--- src/rtl/rename_pkg.sv ---
// Shared types and helpers for the register-rename stage.
package rename_pkg;

  localparam int unsigned ARCH_REGS = 32;
  localparam int unsigned PHYS_REGS = 64;
  localparam int unsigned NUM_CKPT  = 4;

  localparam int unsigned A_IDX_W = $clog2(ARCH_REGS);
  localparam int unsigned P_IDX_W = $clog2(PHYS_REGS);
  localparam int unsigned CK_W    = (NUM_CKPT > 1) ? $clog2(NUM_CKPT) : 1;

  typedef logic [A_IDX_W-1:0] a_reg_t;
  typedef logic [P_IDX_W-1:0] p_reg_t;
  typedef logic [CK_W-1:0]    ck_tag_t;
  typedef logic [CK_W:0]      ck_cnt_t;
  // Free-list pointer carries one wrap bit so a full list is distinguishable
  // from an empty one; PHYS_REGS is a power of two, so the low bits wrap for free.
  typedef logic [P_IDX_W:0]   fl_ptr_t;

  typedef struct packed {
    logic   valid;
    a_reg_t idx;
  } a_op_t;

  typedef struct packed {
    a_op_t rd;
    a_op_t rs1;
    a_op_t rs2;
    logic  is_branch;
  } dinstr_t;

  typedef struct packed {
    logic   valid;
    p_reg_t idx;
    logic   ready;
  } p_op_t;

  typedef struct packed {
    p_op_t   rd;
    p_op_t   rs1;
    p_op_t   rs2;
    p_reg_t  rd_old;
    ck_tag_t br_tag;
  } rinstr_t;

  typedef p_reg_t [ARCH_REGS-1:0] rat_t;

  typedef struct packed {
    rat_t    rat;
    fl_ptr_t head;
  } ckpt_t;

  // Identity mapping: architectural register i lives in physical register i.
  function automatic rat_t rn_defaults();
    rat_t r;
    for (int unsigned i = 0; i < ARCH_REGS; i++) r[i] = p_reg_t'(i);
    return r;
  endfunction

  function automatic ck_tag_t ck_next(ck_tag_t t);
    return (t == ck_tag_t'(NUM_CKPT - 1)) ? '0 : t + ck_tag_t'(1);
  endfunction

endpackage

--- src/rtl/rn_free_list.sv ---
// Circular free list of physical registers: alloc at head, commit-return at
// tail, head reloadable from a branch checkpoint.
module rn_free_list
  import rename_pkg::*;
(
  input  logic    clk,
  input  logic    rst_ni,
  input  logic    alloc_i,
  output p_reg_t  alloc_idx_o,
  input  logic    free_i,
  input  p_reg_t  free_idx_i,
  input  logic    load_i,
  input  fl_ptr_t load_head_i,
  output fl_ptr_t head_o,
  output fl_ptr_t cnt_o,
  output logic    empty_o
);

  p_reg_t  mem_q [PHYS_REGS];
  fl_ptr_t head_q;
  fl_ptr_t tail_q;

  assign alloc_idx_o = mem_q[head_q[P_IDX_W-1:0]];
  assign head_o      = head_q;
  assign cnt_o       = tail_q - head_q;
  assign empty_o     = (cnt_o == '0);

  // Entry storage: reset holds p(ARCH_REGS)..p(PHYS_REGS-1); commits append at tail.
  always_ff @(posedge clk or negedge rst_ni) begin
    if (!rst_ni) begin
      for (int unsigned i = 0; i < PHYS_REGS; i++)
        mem_q[i] <= (i < PHYS_REGS - ARCH_REGS) ? p_reg_t'(ARCH_REGS + i) : '0;
    end else if (free_i) begin
      mem_q[tail_q[P_IDX_W-1:0]] <= free_idx_i;
    end
  end

  // Pointers: a checkpoint load replaces head but never touches tail, so
  // commits landing after the snapshot survive a restore.
  always_ff @(posedge clk or negedge rst_ni) begin
    if (!rst_ni) begin
      head_q <= '0;
      tail_q <= fl_ptr_t'(PHYS_REGS - ARCH_REGS);
    end else begin
      if (load_i)       head_q <= load_head_i;
      else if (alloc_i) head_q <= head_q + fl_ptr_t'(1);
      if (free_i)       tail_q <= tail_q + fl_ptr_t'(1);
    end
  end

endmodule

--- src/rtl/rename_ckpt.sv ---
// Single-issue rename stage with a ring of branch checkpoints (RAT + free-list head).
module rename_ckpt
  import rename_pkg::*;
(
  input  logic    clk,
  input  logic    rst_ni,
  input  logic    d_valid_i,
  output logic    d_ready_o,
  input  dinstr_t d_instr_i,
  output logic    r_valid_o,
  output rinstr_t r_instr_o,
  input  logic    wb_valid_i,
  input  p_reg_t  wb_idx_i,
  input  logic    cm_valid_i,
  input  p_reg_t  cm_old_i,
  input  logic    br_valid_i,
  input  ck_tag_t br_tag_i,
  input  logic    br_hit_i
);

  rat_t                 rat_q, rat_next;
  logic [PHYS_REGS-1:0] ready_q;
  ckpt_t                ckpt_q [NUM_CKPT];
  ck_tag_t              ck_rd_q, ck_wr_q;
  ck_cnt_t              ck_cnt_q;
  rinstr_t              rn;
  logic                 r_valid_q;
  rinstr_t              r_instr_q;

  logic    need_alloc, do_alloc, accept, push;
  logic    ck_empty, ck_full, br_pop, br_hit, br_miss;
  p_reg_t  alloc_idx;
  fl_ptr_t fl_head, fl_cnt;
  logic    fl_empty;

  assign need_alloc = d_instr_i.rd.valid && (d_instr_i.rd.idx != '0);
  assign ck_empty   = (ck_cnt_q == '0);
  assign br_pop     = br_valid_i && !ck_empty;
  assign br_hit     = br_pop && br_hit_i;
  assign br_miss    = br_pop && !br_hit_i;
  // A same-cycle hit frees the oldest slot, so a full ring can still take a push.
  assign ck_full    = (ck_cnt_q == ck_cnt_t'(NUM_CKPT)) && !br_hit;

  assign d_ready_o = !(need_alloc && fl_empty) &&
                     !(d_instr_i.is_branch && ck_full) &&
                     !(br_valid_i && !br_hit_i);
  assign accept    = d_valid_i && d_ready_o;
  assign push      = accept && d_instr_i.is_branch;
  assign do_alloc  = accept && need_alloc;

  assign r_valid_o = r_valid_q;
  assign r_instr_o = r_instr_q;

  rn_free_list u_free_list (
    .clk         (clk),
    .rst_ni      (rst_ni),
    .alloc_i     (do_alloc),
    .alloc_idx_o (alloc_idx),
    .free_i      (cm_valid_i && (cm_old_i != '0)),
    .free_idx_i  (cm_old_i),
    .load_i      (br_miss),
    .load_head_i (ckpt_q[ck_rd_q].head),
    .head_o      (fl_head),
    .cnt_o       (fl_cnt),
    .empty_o     (fl_empty)
  );

  // Rename lookup: sources read the pre-rename RAT, with writeback bypass on ready.
  always_comb begin
    rn       = '0;
    rat_next = rat_q;
    if (d_instr_i.rs1.valid) begin
      rn.rs1.valid = 1'b1;
      rn.rs1.idx   = rat_q[d_instr_i.rs1.idx];
      rn.rs1.ready = ready_q[rn.rs1.idx] | (wb_valid_i && (wb_idx_i == rn.rs1.idx));
    end
    if (d_instr_i.rs2.valid) begin
      rn.rs2.valid = 1'b1;
      rn.rs2.idx   = rat_q[d_instr_i.rs2.idx];
      rn.rs2.ready = ready_q[rn.rs2.idx] | (wb_valid_i && (wb_idx_i == rn.rs2.idx));
    end
    if (d_instr_i.rd.valid) begin
      rn.rd.valid = 1'b1;
      if (need_alloc) begin
        rn.rd.idx                   = alloc_idx;
        rn.rd_old                   = rat_q[d_instr_i.rd.idx];
        rat_next[d_instr_i.rd.idx]  = alloc_idx;
      end else begin
        rn.rd.ready = 1'b1;
      end
    end
    if (d_instr_i.is_branch) rn.br_tag = ck_wr_q;
  end

  // RAT: restore from the oldest checkpoint on mispredict, else apply the new mapping.
  always_ff @(posedge clk or negedge rst_ni) begin
    if (!rst_ni)       rat_q <= rn_defaults();
    else if (br_miss)  rat_q <= ckpt_q[ck_rd_q].rat;
    else if (do_alloc) rat_q <= rat_next;
  end

  // Ready table: writeback sets, allocation clears (not checkpointed).
  always_ff @(posedge clk or negedge rst_ni) begin
    if (!rst_ni) begin
      ready_q <= '1;
    end else begin
      if (wb_valid_i) ready_q[wb_idx_i]  <= 1'b1;
      if (do_alloc)   ready_q[alloc_idx] <= 1'b0;
    end
  end

  // Checkpoint storage: snapshot includes the branch's own rename and allocation.
  always_ff @(posedge clk or negedge rst_ni) begin
    if (!rst_ni) begin
      for (int unsigned i = 0; i < NUM_CKPT; i++) ckpt_q[i] <= '0;
    end else if (push) begin
      ckpt_q[ck_wr_q] <= {rat_next, fl_head + fl_ptr_t'(need_alloc)};
    end
  end

  // Checkpoint ring pointers; a mispredict flushes every outstanding entry.
  always_ff @(posedge clk or negedge rst_ni) begin
    if (!rst_ni) begin
      ck_rd_q  <= '0;
      ck_wr_q  <= '0;
      ck_cnt_q <= '0;
    end else if (br_miss) begin
      ck_rd_q  <= '0;
      ck_wr_q  <= '0;
      ck_cnt_q <= '0;
    end else begin
      if (push)   ck_wr_q <= ck_next(ck_wr_q);
      if (br_hit) ck_rd_q <= ck_next(ck_rd_q);
      ck_cnt_q <= ck_cnt_q + ck_cnt_t'(push) - ck_cnt_t'(br_hit);
    end
  end

  // Output register: one valid pulse per accepted instruction.
  always_ff @(posedge clk or negedge rst_ni) begin
    if (!rst_ni) begin
      r_valid_q <= 1'b0;
      r_instr_q <= '0;
    end else begin
      r_valid_q <= accept;
      if (accept) r_instr_q <= rn;
    end
  end

  a_br_not_empty: assert property (@(posedge clk) disable iff (!rst_ni)
    br_valid_i |-> !ck_empty)
    else $error("branch resolved with no outstanding checkpoint");

  a_br_in_order: assert property (@(posedge clk) disable iff (!rst_ni)
    br_pop |-> (br_tag_i == ck_rd_q))
    else $error("branch resolved out of order");

  a_fl_overflow: assert property (@(posedge clk) disable iff (!rst_ni)
    (cm_valid_i && (cm_old_i != '0)) |-> (fl_cnt != fl_ptr_t'(PHYS_REGS)))
    else $error("commit into a full free list");

endmodule
--- config.mk ---
export PLATFORM = sky130hd
export DESIGN_NAME = rename_ckpt
export DESIGN_NICKNAME = d
export VERILOG_FILES = /design/src/rtl/rename_pkg.sv /design/src/rtl/rn_free_list.sv /design/src/rtl/rename_ckpt.sv
export SDC_FILE = /design/constraint.sdc
export NUM_CORES = 2
export LEC_CHECK = 0
export BUFFER_PORTS_ARGS = -buffer_cell sky130_fd_sc_hd__buf_4
export CORE_UTILIZATION = 42
export DETAILED_ROUTE_END_ITERATION = 8
export PLACE_DENSITY = 0.63
export SYNTH_ARGS = -nofsm -noshare
export SYNTH_HDL_FRONTEND = slang
export SYNTH_SLANG_ARGS = --single-unit
--- constraint.sdc ---
create_clock -name clk -period 5.3 [get_ports clk]
set_clock_uncertainty 0.05 [all_clocks]
set_input_delay 0.53 -clock clk [delete_from_list [all_inputs] [get_ports clk]]
set_output_delay 0.53 -clock clk [all_outputs]
set_load 0.03 [all_outputs]
==> results.cfg <==
[outcome]
status = completed

[timing]
setup_violations = 0
clock.fmax_ghz = 0.222
min_period_ns = 4.50
worst_slew_pin_slew_ns = 1.12
timing.final.crit_share = 0.850
grt_setup_unrepaired = false
hold_viol_final = 0
drv_slew = 0
final.setup.tns_ns = 0
slew_headroom = 0.248

[critical_path]
path_cells = inv_1, ha_1, nor2b_1, o21ai_0, a21boi_0, o21ai_0, a21oi_1, o221ai_1, and4_1, nand2_1, nor2_1, a21oi_1
cp.required_ns = 5.94
rr_startpoint = u_free_list.head_o[1]$_DFFE_PN0P_
crit_end = ready_q[43]$_DFF_PN1_
r2r_slack_ns = 0.80
r2r-end = ready_q[43]$_DFF_PN1_
cp-end-kind = flop
cp.arrival_ns = 5.15
cp_slowest_cell = nor2_1
cpPeakStageDelay_ns = 0.84
worstPathMaxFanout = 8
reg2reg_depth = 12
start_kind = flop
startpoint = u_free_list.head_o[1]$_DFFE_PN0P_
path_class = flop to flop

[die]
io_pins = 74
die_w_um = 419
dieArea_sq_um = 175000
die_y_um = 419
core_area_sq_um = 172000
rows = 152
initial_core_util = 0.424

[placed_design]
dp.cells = 8045
io_buffer_count = 71
gp_congestion = 0.948
dp_hpwl_um = 134000
placed_cell_area_sq_um = 76400

[synth]
synth_edf_count = 0
netlist-cell-type-count = 71
synth_common_cells = dfrtp_1 (1,233), nor2_1 (1,067), a21oi_1 (902)
synth_flop_cell = dfrtp_1
ys_top_cells_by_area = dfrtp_1 (42%), mux4_2 (14%), dfstp_2 (9.3%), mux2_2 (6.8%), a21oi_1 (6.2%)
netlist_instances = 5951
synth.most_common_cell = dfrtp_1
syn_nets = 6009
synth_warnings = 0
syn_area_sq_um = 72900
yosysTopAreaCell = dfrtp_1
ys_seq_area_frac = 0.516
synth_seq_cells = 1490
synth-async-reset-ratio = 1.00
avgSynthCellArea_sq_um = 12.3
synth_top_area_frac = 0.423

[cts]
numClockSinks = 1490
htreeDepth = 4
post_cts_buffers = 0
clk_path_buf_depth = 3
clk_latency_ns = 0.82
cts_tree = done
cts_root_buf = clkbuf_16
cts.clk_slew.worst_paths_ns = 0.06
cts_buffers = 160

[global_routing]
grt_max_degree = 186
grt_overflow = 0
grt_usage = 0.240
grt_antenna_before_repair = 11
grt_pass1_vias = 50600
grt_pass1_wl_um = 321000

[power_and_ir_drop]
powerDensity_nw_per_um2 = 611
leakagePower_nw = 33.9
vdd_drop_max_uv = 410

[layout]
drive_gt1_frac = 0.302
nNetsFinal = 5964
final_cells = 8359
area_growth_pct = 12.2
finalInstanceArea_sq_um = 81900
final_util = 0.476

[route]
wl_um = 208000
dr.pass1.iters = 5
drtIter0Drc = 5382
drc = 0
post_drt_via_cell_ratio = 5.99
post_drt_wl_per_cell_um = 24.9
ant_nets = 0
via_count = 50100

[run]
maxCapViolations = 0

[worst_hold_path]
hold_path.class = input pin to flop
layout by cell type, fill, tap and decap left out, drive strengths merged, types with 40 or more instances in the layout:
master / count
dfstp: 257
dfrtp: 1233
mux2i: 305
nor2: 1070
a21oi: 905
inv: 40
mux2: 443
buf: 260
a221o: 188
clkbuf: 259
nand2: 163
nand3: 71
mux4: 448
o21ai: 41
power breakdown:
group / internal (mW) / switching, mW / total [mW]
sequential: 16.6 / 3.79 / 20.4
combinational: 8.72 / 9.67 / 18.4
clock: 6.43 / 4.83 / 11.3
total: 31.7 / 18.3 / 50.0
sequential cells by signal, summed over array words and instances, names as in the netlist:
name,count
ckpt_q,796
ck_rd_q,2
ready_q,64
ck_cnt_q,3
rat_q,192
u_free_list.mem_q,384
r_valid_o,1
u_free_list.head_o,7
u_free_list.tail_q,7
ck_wr_q,2
r_instr_o,32
cells by family (layout without fill, tap and decap cells):
kind of cell / after synthesis / count (layout) / synth area share
flops: 1490 / 1490 / 0.516
simple gates: 1449 / 1449 / 0.0815
compound gates: 1253 / 1253 / 0.104
mux: 1196 / 1196 / 0.260
buf+inv: 512 / 605 / 0.0317
xor+xnor: 33 / 33 / 0.00396
fa+ha+maj: 18 / 18 / 0.00319
other cells: 0 / 5 / 0
layout make-up:
class,count,area [sq um]
fillers,15200,90200
flip-flops and latches,1490,37600
multi-input cells,3949,33100
clock buffers,259,4730
well taps,2310,2890
repair buffers,269,2780
clock inverters,41,617
inverters,36,135
diodes,5,12.5
through the flow:
stage	hold WS [ns]	worst slack [ns]	power (mW)
6_report	0.0560	0.797	50.0
5_1_grt	0.0736	0.536	52.7
4_1_cts	0.00249	0.786	50.1
3_5_place_dp	0.408	0.812	38.7
3_3_place_gp	0.409	0.758	38.0
2_1_floorplan	0.184	1.05	32.6
layer usage:
metal / vias up / global-route usage / routed length, um / part of all wire
li1: 21800 / - / - / -
met1: 26000 / 0.329 / 86900 / 0.42
met2: 1820 / 0.373 / 96700 / 0.47
met3: 476 / 0.0470 / 14900 / 0.071
met4: 6 / 0.103 / 9310 / 0.045
met5: - / 0 / 39 / 0.00019
worst max-delay path: cells and delay by family, from the launching register on:
kind	cells	cell delay, ns
simple gates	4	2.10
flops	1	0.49
fa+ha+maj	1	0.25
buf+inv	1	0.11
compound gates	6	1.38
worst min path at each step:
stage | from | to | slack [ns] | cells after the start
2_1_floorplan | rst_ni | ck_cnt_q[0]$_DFF_PN0_ | 0.18 | 0
3_3_place_gp | r_instr_o[29]$_DFFE_PN0N_ | r_instr_o[29]$_DFFE_PN0N_ | 0.41 | 2
3_5_place_dp | r_instr_o[14]$_DFFE_PN0N_ | r_instr_o[14]$_DFFE_PN0N_ | 0.41 | 2
4_1_cts | wb_idx_i[1] | ready_q[56]$_DFF_PN1_ | 0.002 | 4
5_1_grt | wb_idx_i[1] | ready_q[56]$_DFF_PN1_ | 0.07 | 4
6_report | wb_idx_i[1] | ready_q[56]$_DFF_PN1_ | 0.06 | 4
timing repair:
action                     in CTS  in global routing
hold buffers                    9                  0
gates resized for setup         0                  0
hold endpoints to repair      118                  0
setup endpoints to repair       0                  0
Power figures use the tool's default switching activity.
